`config.mk`:
```
export PLATFORM = sky130hd
export DESIGN_NAME = uart_host_seq
export DESIGN_NICKNAME = d
export VERILOG_FILES = /design/src/rtl/uart_host_pkg.sv /design/src/rtl/uart_host_bus.sv /design/src/rtl/uart_host_seq.sv
export SDC_FILE = /design/constraint.sdc
export NUM_CORES = 1
export LEC_CHECK = 0
export CAP_MARGIN = 20
export CORE_MARGIN = 2
export CORE_UTILIZATION = 45
export DETAILED_ROUTE_END_ITERATION = 6
export PLACE_DENSITY_LB_ADDON = 0.05
export SETUP_SLACK_MARGIN = 0.1
export SYNTH_ARGS = -nofsm -noshare
export SYNTH_HDL_FRONTEND = slang
export SYNTH_SLANG_ARGS = --single-unit
```
`constraint.sdc`:
```
create_clock -name CLK -period 2.5 [get_ports CLK]
set_clock_uncertainty 0.2 [all_clocks]
set_input_delay 0.5 -clock CLK [delete_from_list [all_inputs] [get_ports CLK]]
set_output_delay 0.5 -clock CLK [all_outputs]
set_load 0.1 [all_outputs]
```
`src/rtl/uart_host_pkg.sv`:
```
// Shared types and constants for the 8251 host sequencer: main FSM states, bus phases,
// status bit positions and the fixed control command bytes.
package uart_host_pkg;

  typedef enum logic [3:0] {
    INIT_Z0, INIT_Z1, INIT_Z2, INIT_IR, INIT_MODE, INIT_CMD,
    POLL, RX_RD, TX_WR, ERR_CLR
  } main_state_t;

  typedef enum logic [1:0] {PH_IDLE, PH_SETUP, PH_STROBE, PH_HOLD} bus_phase_t;

  localparam int STAT_TXRDY = 0;
  localparam int STAT_RXRDY = 1;
  localparam int STAT_PE    = 3;
  localparam int STAT_OE    = 4;
  localparam int STAT_FE    = 5;

  localparam logic [7:0] CMD_INT_RESET = 8'h40;
  localparam logic [7:0] CMD_ERR_RESET = 8'h10;

  function automatic logic stat_err(input logic [7:0] status);
    return status[STAT_PE] | status[STAT_OE] | status[STAT_FE];
  endfunction

endpackage

```
`src/rtl/uart_host_bus.sv`:
```
// Single 8251 bus access: SETUP, STROBE_CYCLES of WR_n/RD_n low, HOLD, then a one-clock done.
// All pin outputs are registered so the bus never glitches.
module uart_host_bus
  import uart_host_pkg::*;
#(
  parameter int STROBE_CYCLES = 2
) (
  input  logic       clk,
  input  logic       rst,
  input  logic       req,
  input  logic       we,
  input  logic       cd,
  input  logic [7:0] wdata,
  output logic       done,
  output logic [7:0] rdata,
  output logic       cs_n,
  output logic       wr_n,
  output logic       rd_n,
  output logic       cd_pin,
  output logic [7:0] d_out,
  output logic       d_oe,
  input  logic [7:0] d_in
);

  localparam logic [3:0] LAST = 4'(STROBE_CYCLES - 1);

  bus_phase_t phase;
  logic [3:0] cnt;
  logic       we_q;

  always_ff @(posedge clk or posedge rst) begin
    if (rst) begin
      phase  <= PH_IDLE;
      cnt    <= '0;
      we_q   <= 1'b0;
      done   <= 1'b0;
      rdata  <= '0;
      cs_n   <= 1'b1;
      wr_n   <= 1'b1;
      rd_n   <= 1'b1;
      cd_pin <= 1'b0;
      d_out  <= '0;
      d_oe   <= 1'b0;
    end else begin
      done <= 1'b0;
      case (phase)
        PH_IDLE: if (req) begin
          phase  <= PH_SETUP;
          we_q   <= we;
          cs_n   <= 1'b0;
          cd_pin <= cd;
          d_out  <= we ? wdata : 8'h00;
          d_oe   <= we;
        end
        PH_SETUP: begin
          phase <= PH_STROBE;
          cnt   <= '0;
          wr_n  <= !we_q;
          rd_n  <= we_q;
        end
        // read data is captured on the edge that ends the last strobe clock
        PH_STROBE: if (cnt == LAST) begin
          phase <= PH_HOLD;
          wr_n  <= 1'b1;
          rd_n  <= 1'b1;
          if (!we_q) rdata <= d_in;
        end else begin
          cnt <= cnt + 4'd1;
        end
        PH_HOLD: begin
          phase  <= PH_IDLE;
          done   <= 1'b1;
          cs_n   <= 1'b1;
          cd_pin <= 1'b0;
          d_out  <= '0;
          d_oe   <= 1'b0;
        end
        default: phase <= PH_IDLE;
      endcase
    end
  end

endmodule

```
`src/rtl/uart_host_seq.sv`:
```
// 8251 USART host sequencer: init writes, status polling, RX/TX byte moves and a TX FIFO.
// Define UART_HOST_SEQ_ERR_CHECK_EN to react to PE/OE/FE with err_pulse and an error-reset write.
module uart_host_seq
  import uart_host_pkg::*;
#(
  parameter logic [7:0] MODE_WORD     = 8'h4E,
  parameter logic [7:0] CMD_WORD      = 8'h37,
  parameter int         STROBE_CYCLES = 2,
  parameter int         TX_DEPTH      = 8
) (
  input  logic       CLK,
  input  logic       RESET,
  input  logic [7:0] tx_data,
  input  logic       tx_valid,
  output logic       tx_ready,
  output logic [7:0] rx_data,
  output logic       rx_valid,
  input  logic       rx_ready,
  output logic       init_done,
  output logic       err_pulse,
  output logic       CS_n,
  output logic       WR_n,
  output logic       RD_n,
  output logic       CD,
  output logic [7:0] D_out,
  output logic       D_oe,
  input  logic [7:0] D_in
);

  localparam int AW = $clog2(TX_DEPTH);

  main_state_t state;
  logic        issued;
  logic        req, req_we, req_cd;
  logic [7:0]  req_wdata;
  logic        bus_done;
  logic [7:0]  bus_rdata;
  logic        acc_we, acc_cd;
  logic [7:0]  acc_wdata;

  logic [7:0]  mem [TX_DEPTH];
  logic [AW:0] wr_ptr, rd_ptr;
  logic        full, empty, push, pop;
  logic [7:0]  fifo_head;

  // extra pointer MSB distinguishes full from empty when the index bits match
  assign full      = (wr_ptr[AW] != rd_ptr[AW]) && (wr_ptr[AW-1:0] == rd_ptr[AW-1:0]);
  assign empty     = (wr_ptr == rd_ptr);
  assign tx_ready  = init_done && !full;
  assign push      = tx_valid && tx_ready;
  assign pop       = bus_done && (state == TX_WR);
  assign fifo_head = mem[rd_ptr[AW-1:0]];

  always_ff @(posedge CLK) begin
    if (push) mem[wr_ptr[AW-1:0]] <= tx_data;
  end

  always_ff @(posedge CLK or posedge RESET) begin
    if (RESET) begin
      wr_ptr <= '0;
      rd_ptr <= '0;
    end else begin
      if (push) wr_ptr <= wr_ptr + 1'b1;
      if (pop)  rd_ptr <= rd_ptr + 1'b1;
    end
  end

  always_comb begin
    acc_we    = 1'b1;
    acc_cd    = 1'b1;
    acc_wdata = 8'h00;
    case (state)
      INIT_IR:   acc_wdata = CMD_INT_RESET;
      INIT_MODE: acc_wdata = MODE_WORD;
      INIT_CMD:  acc_wdata = CMD_WORD;
      POLL:      acc_we    = 1'b0;
      RX_RD: begin
        acc_we = 1'b0;
        acc_cd = 1'b0;
      end
      TX_WR: begin
        acc_cd    = 1'b0;
        acc_wdata = fifo_head;
      end
      ERR_CLR:   acc_wdata = CMD_WORD | CMD_ERR_RESET;
      default:   acc_wdata = 8'h00;
    endcase
  end

`ifdef UART_HOST_SEQ_ERR_CHECK_EN
  logic err_q;
  assign err_pulse = err_q;
`else
  assign err_pulse = 1'b0;
`endif

  // each state issues exactly one access, then advances when the bus reports done
  always_ff @(posedge CLK or posedge RESET) begin
    if (RESET) begin
      state     <= INIT_Z0;
      issued    <= 1'b0;
      req       <= 1'b0;
      req_we    <= 1'b0;
      req_cd    <= 1'b0;
      req_wdata <= '0;
      init_done <= 1'b0;
      rx_valid  <= 1'b0;
      rx_data   <= '0;
`ifdef UART_HOST_SEQ_ERR_CHECK_EN
      err_q     <= 1'b0;
`endif
    end else begin
      req <= 1'b0;
`ifdef UART_HOST_SEQ_ERR_CHECK_EN
      err_q <= 1'b0;
`endif
      if (rx_valid && rx_ready) rx_valid <= 1'b0;
      if (!issued) begin
        issued    <= 1'b1;
        req       <= 1'b1;
        req_we    <= acc_we;
        req_cd    <= acc_cd;
        req_wdata <= acc_wdata;
      end else if (bus_done) begin
        issued <= 1'b0;
        case (state)
          INIT_Z0:   state <= INIT_Z1;
          INIT_Z1:   state <= INIT_Z2;
          INIT_Z2:   state <= INIT_IR;
          INIT_IR:   state <= INIT_MODE;
          INIT_MODE: state <= INIT_CMD;
          INIT_CMD: begin
            state     <= POLL;
            init_done <= 1'b1;
          end
          POLL:
`ifdef UART_HOST_SEQ_ERR_CHECK_EN
            if (stat_err(bus_rdata)) begin
              err_q <= 1'b1;
              state <= ERR_CLR;
            end else
`endif
            if (bus_rdata[STAT_RXRDY] && !rx_valid) state <= RX_RD;
            else if (bus_rdata[STAT_TXRDY] && !empty) state <= TX_WR;
            else state <= POLL;
          RX_RD: begin
            rx_data  <= bus_rdata;
            rx_valid <= 1'b1;
            state    <= POLL;
          end
          default:   state <= POLL;
        endcase
      end
    end
  end

  uart_host_bus #(.STROBE_CYCLES(STROBE_CYCLES)) u_bus (
    .clk    (CLK),
    .rst    (RESET),
    .req    (req),
    .we     (req_we),
    .cd     (req_cd),
    .wdata  (req_wdata),
    .done   (bus_done),
    .rdata  (bus_rdata),
    .cs_n   (CS_n),
    .wr_n   (WR_n),
    .rd_n   (RD_n),
    .cd_pin (CD),
    .d_out  (D_out),
    .d_oe   (D_oe),
    .d_in   (D_in)
  );

endmodule

```
==> results of run 1 <==
-- placed cells by master, fill, tap and decap left out, drive strengths merged, types with 6 or more instances in the layout --
cell	Yosys	routed
nand2	25	25
inv	12	15
a22oi	15	15
clkbuf	4	19
xnor2	8	8
ha	8	8
nand3	9	9
mux2i	32	32
nor2b	11	11
dfrtp	60	60
nand2b	7	7
a21oi	13	13
mux2	19	19
nor3	6	6
edfxtp	64	64
o21ai	10	10
nor2	17	17
buf	15	43
a22o	9	9
clkdlybuf4s50	0	19
-- path summary, 6_finish.rpt --
| check | from | end | slack [ns] |
|---|---|---|---|
| min in group CLK | u_bus.cs_n$_DFFE_PP1P_ | u_bus.cs_n$_DFFE_PP1P_ | 0.27 |
| min | RESET | rx_data[4]$_DFFE_PP0P_ | 0.27 |
| max in group asynchronous | RESET | u_bus.wr_n$_DFFE_PP1P_ | 1.51 |
| max reg2reg | u_bus.cnt[1]$_DFFE_PP0P_ | u_bus.phase[1]$_DFFE_PP0P_ | 0.52 |
| max | wr_ptr[2]$_DFFE_PP0P_ | tx_ready | 0.19 |
| min reg2reg | u_bus.cs_n$_DFFE_PP1P_ | u_bus.cs_n$_DFFE_PP1P_ | 0.27 |
-- layer usage --
| layer | track usage | up-vias | part of all wire |
|---|---|---|---|
| met3 | 0.0595 | 17 | 0.040 |
| li1 | - | 1535 | - |
| met4 | 0.0585 | 0 | 0.017 |
| met2 | 0.301 | 57 | 0.51 |
| met1 | 0.224 | 1553 | 0.44 |
| met5 | 0 | - | 0 |
-- final cells by class --
type	instances	area [sq um]	share of cell area
clock buffer	19	433	0.0651
clock inverter	13	138	0.0207
inverter	12	45.0	0.00678
multi-input combinational	226	1800	0.271
sequential	127	3510	0.528
tap	147	184	0.0277
timing repair buffer	62	538	0.0809
-- what timing repair did --
action	4_1_cts	5_1_grt
buffers inserted	2	4
pin swaps	0	1
endpoints found under the hold margin	0	0
resized for setup	5	1
hold buffers	0	0
endpoints found under the setup margin	1	1
-- power by group --
group / switching [mW] / leakage [nW] / internal (mW)
Clock: 0.885 / 0.264 / 1.46
Combinational: 0.345 / 1.02 / 0.251
Sequential: 0.0880 / 1.40 / 2.39
-- state kept, by name (all words and copies together), names as in the netlist, 2 cells and up --
name and cells:
wr_ptr 4, mem 64, u_bus.rdata 8, u_bus.d_out 8, rx_data 8, req_wdata 8, u_bus.cnt 4, rd_ptr 4
state 4, u_bus.phase 2
-- stage by stage --
step | total power [mW] | instances | setup WS, ns
2_1_floorplan | 2.88 | 384 | 0.0962
3_3_place_gp | 3.07 | 568 | 0.193
3_5_place_dp | 3.08 | 568 | 0.173
4_1_cts | 5.46 | 602 | 0.105
5_1_grt | 5.66 | 606 | 0.106
6_report | 5.42 | 606 | 0.186
-- logic make-up (layout without fill, tap and decap cells) --
family / Yosys count / count (layout) / synth area share
mux: 52 / 52 / 0.102
simple gates: 85 / 85 / 0.0894
other cells: 1 / 1 / 0.000689
buf+inv: 31 / 106 / 0.0301
xor+xnor: 12 / 12 / 0.0234
fa+ha+maj: 8 / 8 / 0.0184
compound gates: 68 / 68 / 0.0924
flops: 127 / 127 / 0.643
-- critical path, delay by kind of cell, from the launching register on --
family	cells	cell delay (ns)
simple gates	3	0.40
xor+xnor	1	0.20
flops	1	0.43
buf+inv	1	0.16
==> run_summary.xml, run 1 <==
<?xml version="1.0" encoding="UTF-8"?>
<metrics>
  <group name="finish">
    <metric name="fraction_of_layout_cells_with_a_size_suffix_above_1" unit="">0.268</metric>
    <metric name="fill_cells" unit="">998</metric>
    <metric name="antenna_diode_count" unit="">0</metric>
    <metric name="syn2layout_area_growth" unit="%">22.1</metric>
    <metric name="design_area" unit="sq um">6650</metric>
    <metric name="utilization_after_layout" unit="">0.558</metric>
    <metric name="fin_nets" unit="">474</metric>
  </group>
  <group name="placement">
    <metric name="placement.io_buffers" unit="">43</metric>
    <metric name="dp_hpwl" unit="microns">7430</metric>
    <metric name="detailed_place.area" unit="sq um">6020</metric>
    <metric name="gpl.final_weighted_congestion" unit="">0.868</metric>
  </group>
  <group name="timing">
    <metric name="worst_pin_slew" unit="ns">0.720</metric>
    <metric name="timing.final.crit_period" unit="ns">2.31</metric>
    <metric name="rsz0062_at_grt" unit="">false</metric>
    <metric name="finalHoldViolations" unit="">0</metric>
    <metric name="max-slew-margin-rel" unit="">0.506</metric>
    <metric name="fmax" unit="GHz">0.432</metric>
    <metric name="post-route-period-util" unit="">0.925</metric>
    <metric name="finalSetupViolCount" unit="">0</metric>
    <metric name="drv_slew" unit="">0</metric>
    <metric name="holdWs" unit="ns">0.268</metric>
    <metric name="setup_total_negative_slack" unit="ns">0</metric>
  </group>
  <group name="power">
    <metric name="power.ir.vdd_worst" unit="V">0.000598</metric>
    <metric name="cellLeakagePower" unit="nW">2.68</metric>
    <metric name="power_density" unit="nW/um^2">816</metric>
  </group>
  <group name="clock_network">
    <metric name="clk_pin_slew" unit="ns">0.05</metric>
    <metric name="tritoncts_clock_tree" unit="">built</metric>
    <metric name="clk-insertion-delay-late" unit="ns">0.42</metric>
    <metric name="ctsHtreeMaxLevel" unit="">4</metric>
    <metric name="cts-root-buf" unit="">sky130_fd_sc_hd__clkbuf_16</metric>
    <metric name="cts-buffers-inserted" unit="">17</metric>
    <metric name="clock_path_buffers" unit="">2</metric>
    <metric name="clkSinkCount" unit="">127</metric>
  </group>
  <group name="setup_path">
    <metric name="cpPeakStageDelay" unit="ns">0.43</metric>
    <metric name="critical_path.slowest_cell" unit="">sky130_fd_sc_hd__dfrtp_2</metric>
    <metric name="worst-path-max-fanout" unit="">4</metric>
    <metric name="critPathLaunchType" unit="">flip-flop</metric>
    <metric name="end_kind" unit="">primary output</metric>
    <metric name="worstSetupPathType" unit="">reg -&gt; out</metric>
    <metric name="cp_common_cell" unit="">sky130_fd_sc_hd__nor2b_2</metric>
    <metric name="arrival" unit="ns">1.61</metric>
    <metric name="crit_path_cell_trace" unit="">xnor2_2, nand3_2, nor2b_2, nor2b_2, buf_12</metric>
    <metric name="critPathRequiredTime" unit="ns">1.80</metric>
    <metric name="timing.reg2reg.worst_path_depth" unit="">6</metric>
  </group>
  <group name="grt">
    <metric name="antenna_violations_before_repair" unit="">0</metric>
    <metric name="overflow" unit="">0</metric>
    <metric name="track_usage" unit="">0.181</metric>
    <metric name="grt_max_degree" unit="">64</metric>
    <metric name="grt_pass1_vias" unit="">3176</metric>
    <metric name="global_route_wire_length_before_repair" unit="microns">17100</metric>
  </group>
  <group name="floorplan">
    <metric name="die_w" unit="microns">114</metric>
    <metric name="top_level_ports" unit="">45</metric>
    <metric name="initial_core_util" unit="">0.457</metric>
    <metric name="core" unit="sq um">11900</metric>
    <metric name="chipHeight" unit="microns">114</metric>
    <metric name="die_area" unit="sq um">13000</metric>
    <metric name="std_cell_rows" unit="">40</metric>
  </group>
  <group name="synthesis">
    <metric name="yosys.cell_types.count" unit="">54</metric>
    <metric name="netlist_top_cells_area" unit="">sky130_fd_sc_hd__edfxtp_1, sky130_fd_sc_hd__dfrtp_1, sky130_fd_sc_hd__mux2i_1, sky130_fd_sc_hd__mux2_2, sky130_fd_sc_hd__a22oi_1</metric>
    <metric name="netlist_area" unit="sq um">5440</metric>
    <metric name="syn_avg_cell_area" unit="sq um">14.2</metric>
    <metric name="synth_top_cell_area_share" unit="">0.353</metric>
    <metric name="seq_area_frac_synth" unit="">0.643</metric>
    <metric name="ys.warnings.count" unit="">0</metric>
    <metric name="synth_cell_count_leaders" unit="">sky130_fd_sc_hd__edfxtp_1, sky130_fd_sc_hd__dfrtp_1, sky130_fd_sc_hd__mux2i_1</metric>
    <metric name="number_of_enable_type_register_cells_in_the_synthesized_netlist" unit="">64</metric>
    <metric name="synth_top_cell_by_area" unit="">sky130_fd_sc_hd__edfxtp_1</metric>
    <metric name="ys_dominant_reg_cell" unit="">sky130_fd_sc_hd__edfxtp_1</metric>
    <metric name="yosys.cell_count.top_type" unit="">sky130_fd_sc_hd__edfxtp_1</metric>
    <metric name="mappedNetlistNets" unit="">412</metric>
    <metric name="cell_count_after_synthesis" unit="">384</metric>
    <metric name="postSynth.asyncResetShare" unit="">0.496</metric>
    <metric name="synth.ff_latch_count" unit="">127</metric>
  </group>
  <group name="routing">
    <metric name="drt_drc_violations_left" unit="">0</metric>
    <metric name="first_pass_iters" unit="">4</metric>
    <metric name="via_count" unit="">3162</metric>
    <metric name="detail_route.wirelength" unit="microns">10600</metric>
    <metric name="drt-initial-drc-count" unit="">191</metric>
    <metric name="route.antenna.remaining_nets" unit="">0</metric>
    <metric name="viasPerCell" unit="">5.22</metric>
    <metric name="average_detailed_routed_wire_length_per_instance" unit="microns">17.6</metric>
  </group>
  <group name="job">
    <metric name="cap_viol_max_count" unit="">0</metric>
  </group>
  <group name="min_path">
    <metric name="holdCritPathClass" unit="">in -&gt; async</metric>
  </group>
  <group name="outcome">
    <metric name="status" unit="">finished clean</metric>
  </group>
</metrics>
No activity file was read; power rests on OpenSTA's default activity.
==> run 2, diff against run 1 <==
--- a/config.mk
+++ b/config.mk
@@ -5,12 +5,12 @@
 export SDC_FILE = /design/constraint.sdc
 export NUM_CORES = 1
 export LEC_CHECK = 0
-export CAP_MARGIN = 20
 export CORE_MARGIN = 2
 export CORE_UTILIZATION = 45
 export DETAILED_ROUTE_END_ITERATION = 6
 export PLACE_DENSITY_LB_ADDON = 0.05
 export SETUP_SLACK_MARGIN = 0.1
+export SLEW_MARGIN = 20
 export SYNTH_ARGS = -nofsm -noshare
 export SYNTH_HDL_FRONTEND = slang
 export SYNTH_SLANG_ARGS = --single-unit
==> results of run 2 <==
Final layout, timing and power as in run 1 (identical DEF).
==> run 3, diff against run 2 <==
--- a/config.mk
+++ b/config.mk
@@ -8,7 +8,8 @@
 export CORE_MARGIN = 2
 export CORE_UTILIZATION = 45
 export DETAILED_ROUTE_END_ITERATION = 6
-export PLACE_DENSITY_LB_ADDON = 0.05
+export MAX_ROUTING_LAYER = met4
+export PLACE_DENSITY = 0.67
 export SETUP_SLACK_MARGIN = 0.1
 export SLEW_MARGIN = 20
 export SYNTH_ARGS = -nofsm -noshare
==> run_summary.xml, run 3 (synthesis results as in run 1) <==
<?xml version="1.0" encoding="UTF-8"?>
<metrics>
  <group name="outcome">
    <metric name="status" unit="">finished clean</metric>
  </group>
  <group name="power">
    <metric name="power_density" unit="nW/um^2">853</metric>
    <metric name="power.ir.vdd_worst" unit="V">0.000638</metric>
    <metric name="cellLeakagePower" unit="nW">2.72</metric>
    <metric name="power.total" unit="mW">5.73</metric>
  </group>
  <group name="grt">
    <metric name="antenna_violations_before_repair" unit="">0</metric>
    <metric name="global_route_wire_length_before_repair" unit="microns">17100</metric>
    <metric name="overflow" unit="">0</metric>
    <metric name="grt_pass1_vias" unit="">3290</metric>
    <metric name="track_usage" unit="">0.183</metric>
    <metric name="grt_max_degree" unit="">34</metric>
  </group>
  <group name="floorplan">
    <metric name="die_w" unit="microns">114</metric>
    <metric name="top_level_ports" unit="">45</metric>
    <metric name="chipHeight" unit="microns">114</metric>
    <metric name="std_cell_rows" unit="">40</metric>
    <metric name="initial_core_util" unit="">0.457</metric>
    <metric name="die_area" unit="sq um">13000</metric>
    <metric name="core" unit="sq um">11900</metric>
  </group>
  <group name="finish">
    <metric name="most-common-layout-cells" unit="">sky130_fd_sc_hd__edfxtp_1, sky130_fd_sc_hd__dfrtp_1, sky130_fd_sc_hd__buf_4, sky130_fd_sc_hd__mux2i_1, sky130_fd_sc_hd__nand2_1</metric>
    <metric name="antenna_diode_count" unit="">0</metric>
    <metric name="fin_nets" unit="">473</metric>
    <metric name="fin_cells" unit="">605</metric>
    <metric name="number_of_flip_flops_under_the_largest_register_name" unit="">64</metric>
    <metric name="syn2layout_area_growth" unit="%">23.5</metric>
    <metric name="fraction_of_layout_cells_with_a_size_suffix_above_1" unit="">0.266</metric>
    <metric name="layout_commonest_cell" unit="">sky130_fd_sc_hd__edfxtp_1</metric>
  </group>
  <group name="clock_network">
    <metric name="postCtsHoldBufs" unit="">0</metric>
    <metric name="ctsHtreeMaxLevel" unit="">4</metric>
    <metric name="clkSinkCount" unit="">127</metric>
    <metric name="cts-buffers-inserted" unit="">17</metric>
    <metric name="cts-root-buf" unit="">sky130_fd_sc_hd__clkbuf_16</metric>
    <metric name="clock_path_buffers" unit="">2</metric>
    <metric name="clk-insertion-delay-late" unit="ns">0.42</metric>
    <metric name="tritoncts_clock_tree" unit="">built</metric>
    <metric name="clk_pin_slew" unit="ns">0.05</metric>
  </group>
  <group name="routing">
    <metric name="viasPerCell" unit="">5.38</metric>
    <metric name="average_detailed_routed_wire_length_per_instance" unit="microns">17.7</metric>
    <metric name="drt_drc_violations_left" unit="">0</metric>
    <metric name="drt-initial-drc-count" unit="">267</metric>
    <metric name="first_pass_iters" unit="">4</metric>
    <metric name="detail_route.wirelength" unit="microns">10700</metric>
    <metric name="route.antenna.remaining_nets" unit="">0</metric>
    <metric name="via_count" unit="">3254</metric>
  </group>
  <group name="timing">
    <metric name="holdWs" unit="ns">0.230</metric>
    <metric name="post-route-period-util" unit="">0.922</metric>
    <metric name="worst_pin_slew" unit="ns">0.617</metric>
    <metric name="setup_total_negative_slack" unit="ns">0</metric>
    <metric name="finalSetupViolCount" unit="">0</metric>
    <metric name="timing.final.crit_period" unit="ns">2.30</metric>
    <metric name="finalHoldViolations" unit="">0</metric>
    <metric name="drv_slew" unit="">0</metric>
    <metric name="max-slew-margin-rel" unit="">0.587</metric>
    <metric name="fmax" unit="GHz">0.434</metric>
    <metric name="timing.final.ws_setup" unit="ns">0.195</metric>
    <metric name="rsz0062_at_grt" unit="">false</metric>
  </group>
  <group name="setup_path">
    <metric name="cp-startpoint" unit="">wr_ptr[0]$_DFFE_PP0P_</metric>
    <metric name="r2r_start" unit="">u_bus.cnt[1]$_DFFE_PP0P_</metric>
    <metric name="arrival" unit="ns">1.60</metric>
    <metric name="end_kind" unit="">primary output</metric>
    <metric name="worstSetupPathType" unit="">reg -&gt; out</metric>
    <metric name="worst-path-max-fanout" unit="">8</metric>
    <metric name="critPathRequiredTime" unit="ns">1.80</metric>
    <metric name="critPathLaunchType" unit="">flip-flop</metric>
  </group>
  <group name="placement">
    <metric name="gpl.final_weighted_congestion" unit="">0.775</metric>
    <metric name="place_ws" unit="ns">0.229</metric>
    <metric name="placement.io_buffers" unit="">43</metric>
    <metric name="dp_hpwl" unit="microns">7370</metric>
    <metric name="placed_cells" unit="">570</metric>
  </group>
  <group name="job">
    <metric name="cap_viol_max_count" unit="">0</metric>
  </group>
  <group name="min_path">
    <metric name="holdCritPathClass" unit="">in -&gt; async</metric>
  </group>
</metrics>
## run 3: timing repair
| item | CTS | global route |
|---|---|---|
| buffers inserted | 2 | 1 |
| gates resized for setup | 5 | 2 |
| pin swaps | 1 | 2 |
| endpoints found under the setup margin | 1 | 1 |
## run 3: critical path: stages, from the launching register on
cell                      delay [ns]
sky130_fd_sc_hd__dfrtp_2        0.50
sky130_fd_sc_hd__xnor2_4        0.18
sky130_fd_sc_hd__nand3_2        0.12
sky130_fd_sc_hd__nor2b_2        0.16
sky130_fd_sc_hd__nor2b_2        0.07
sky130_fd_sc_hd__buf_12         0.16
## run 3: where the power goes
part / internal, mW / switching, mW / leakage, nW
registers: 2.39 / 0.127 / 1.40
logic: 0.247 / 0.312 / 1.01
clock network: 1.76 / 0.898 / 0.306
total: 4.40 / 1.34 / 2.72
## run 3: metal layers
metal,up-vias,global-route usage,wire (microns)
met5,-,-,0
met4,0,0.0846,288
met3,29,0.0505,452
met2,80,0.273,5020
met1,1609,0.235,4920
li1,1536,-,-
## run 3: path summary, 6_finish.rpt
kind                            cells past startpoint  slack (ns)                    endpoint
min in group CLK                                    1        0.28      u_bus.d_oe$_DFFE_PP0P_
worst max-delay path                                5        0.20                    tx_ready
worst min register to register                      1        0.28      u_bus.d_oe$_DFFE_PP0P_
worst min-delay path                                2        0.23      rx_data[2]$_DFFE_PP0P_
max in group asynchronous                           3        1.31       init_done$_DFFE_PP0P_
worst max register to register                      6        0.44  u_bus.phase[1]$_DFFE_PP0P_
## run 3: final cells by class
type | count | area (sq um)
Fill cell | 938 | 5190
Timing Repair Buffer | 61 | 531
Sequential cell | 127 | 3510
Inverter | 12 | 45.0
Tap cell | 147 | 184
Clock inverter | 15 | 216
Clock buffer | 17 | 425
Multi-Input combinational cell | 226 | 1810
## run 3: metrics by stage
stage                     cell area, sq um  utilization
after floorplan                       5460            -
after global placement                6030        0.506
after detailed placement              6030        0.506
after CTS                             6700        0.563
after global routing                  6720        0.564
final                                 6720        0.564
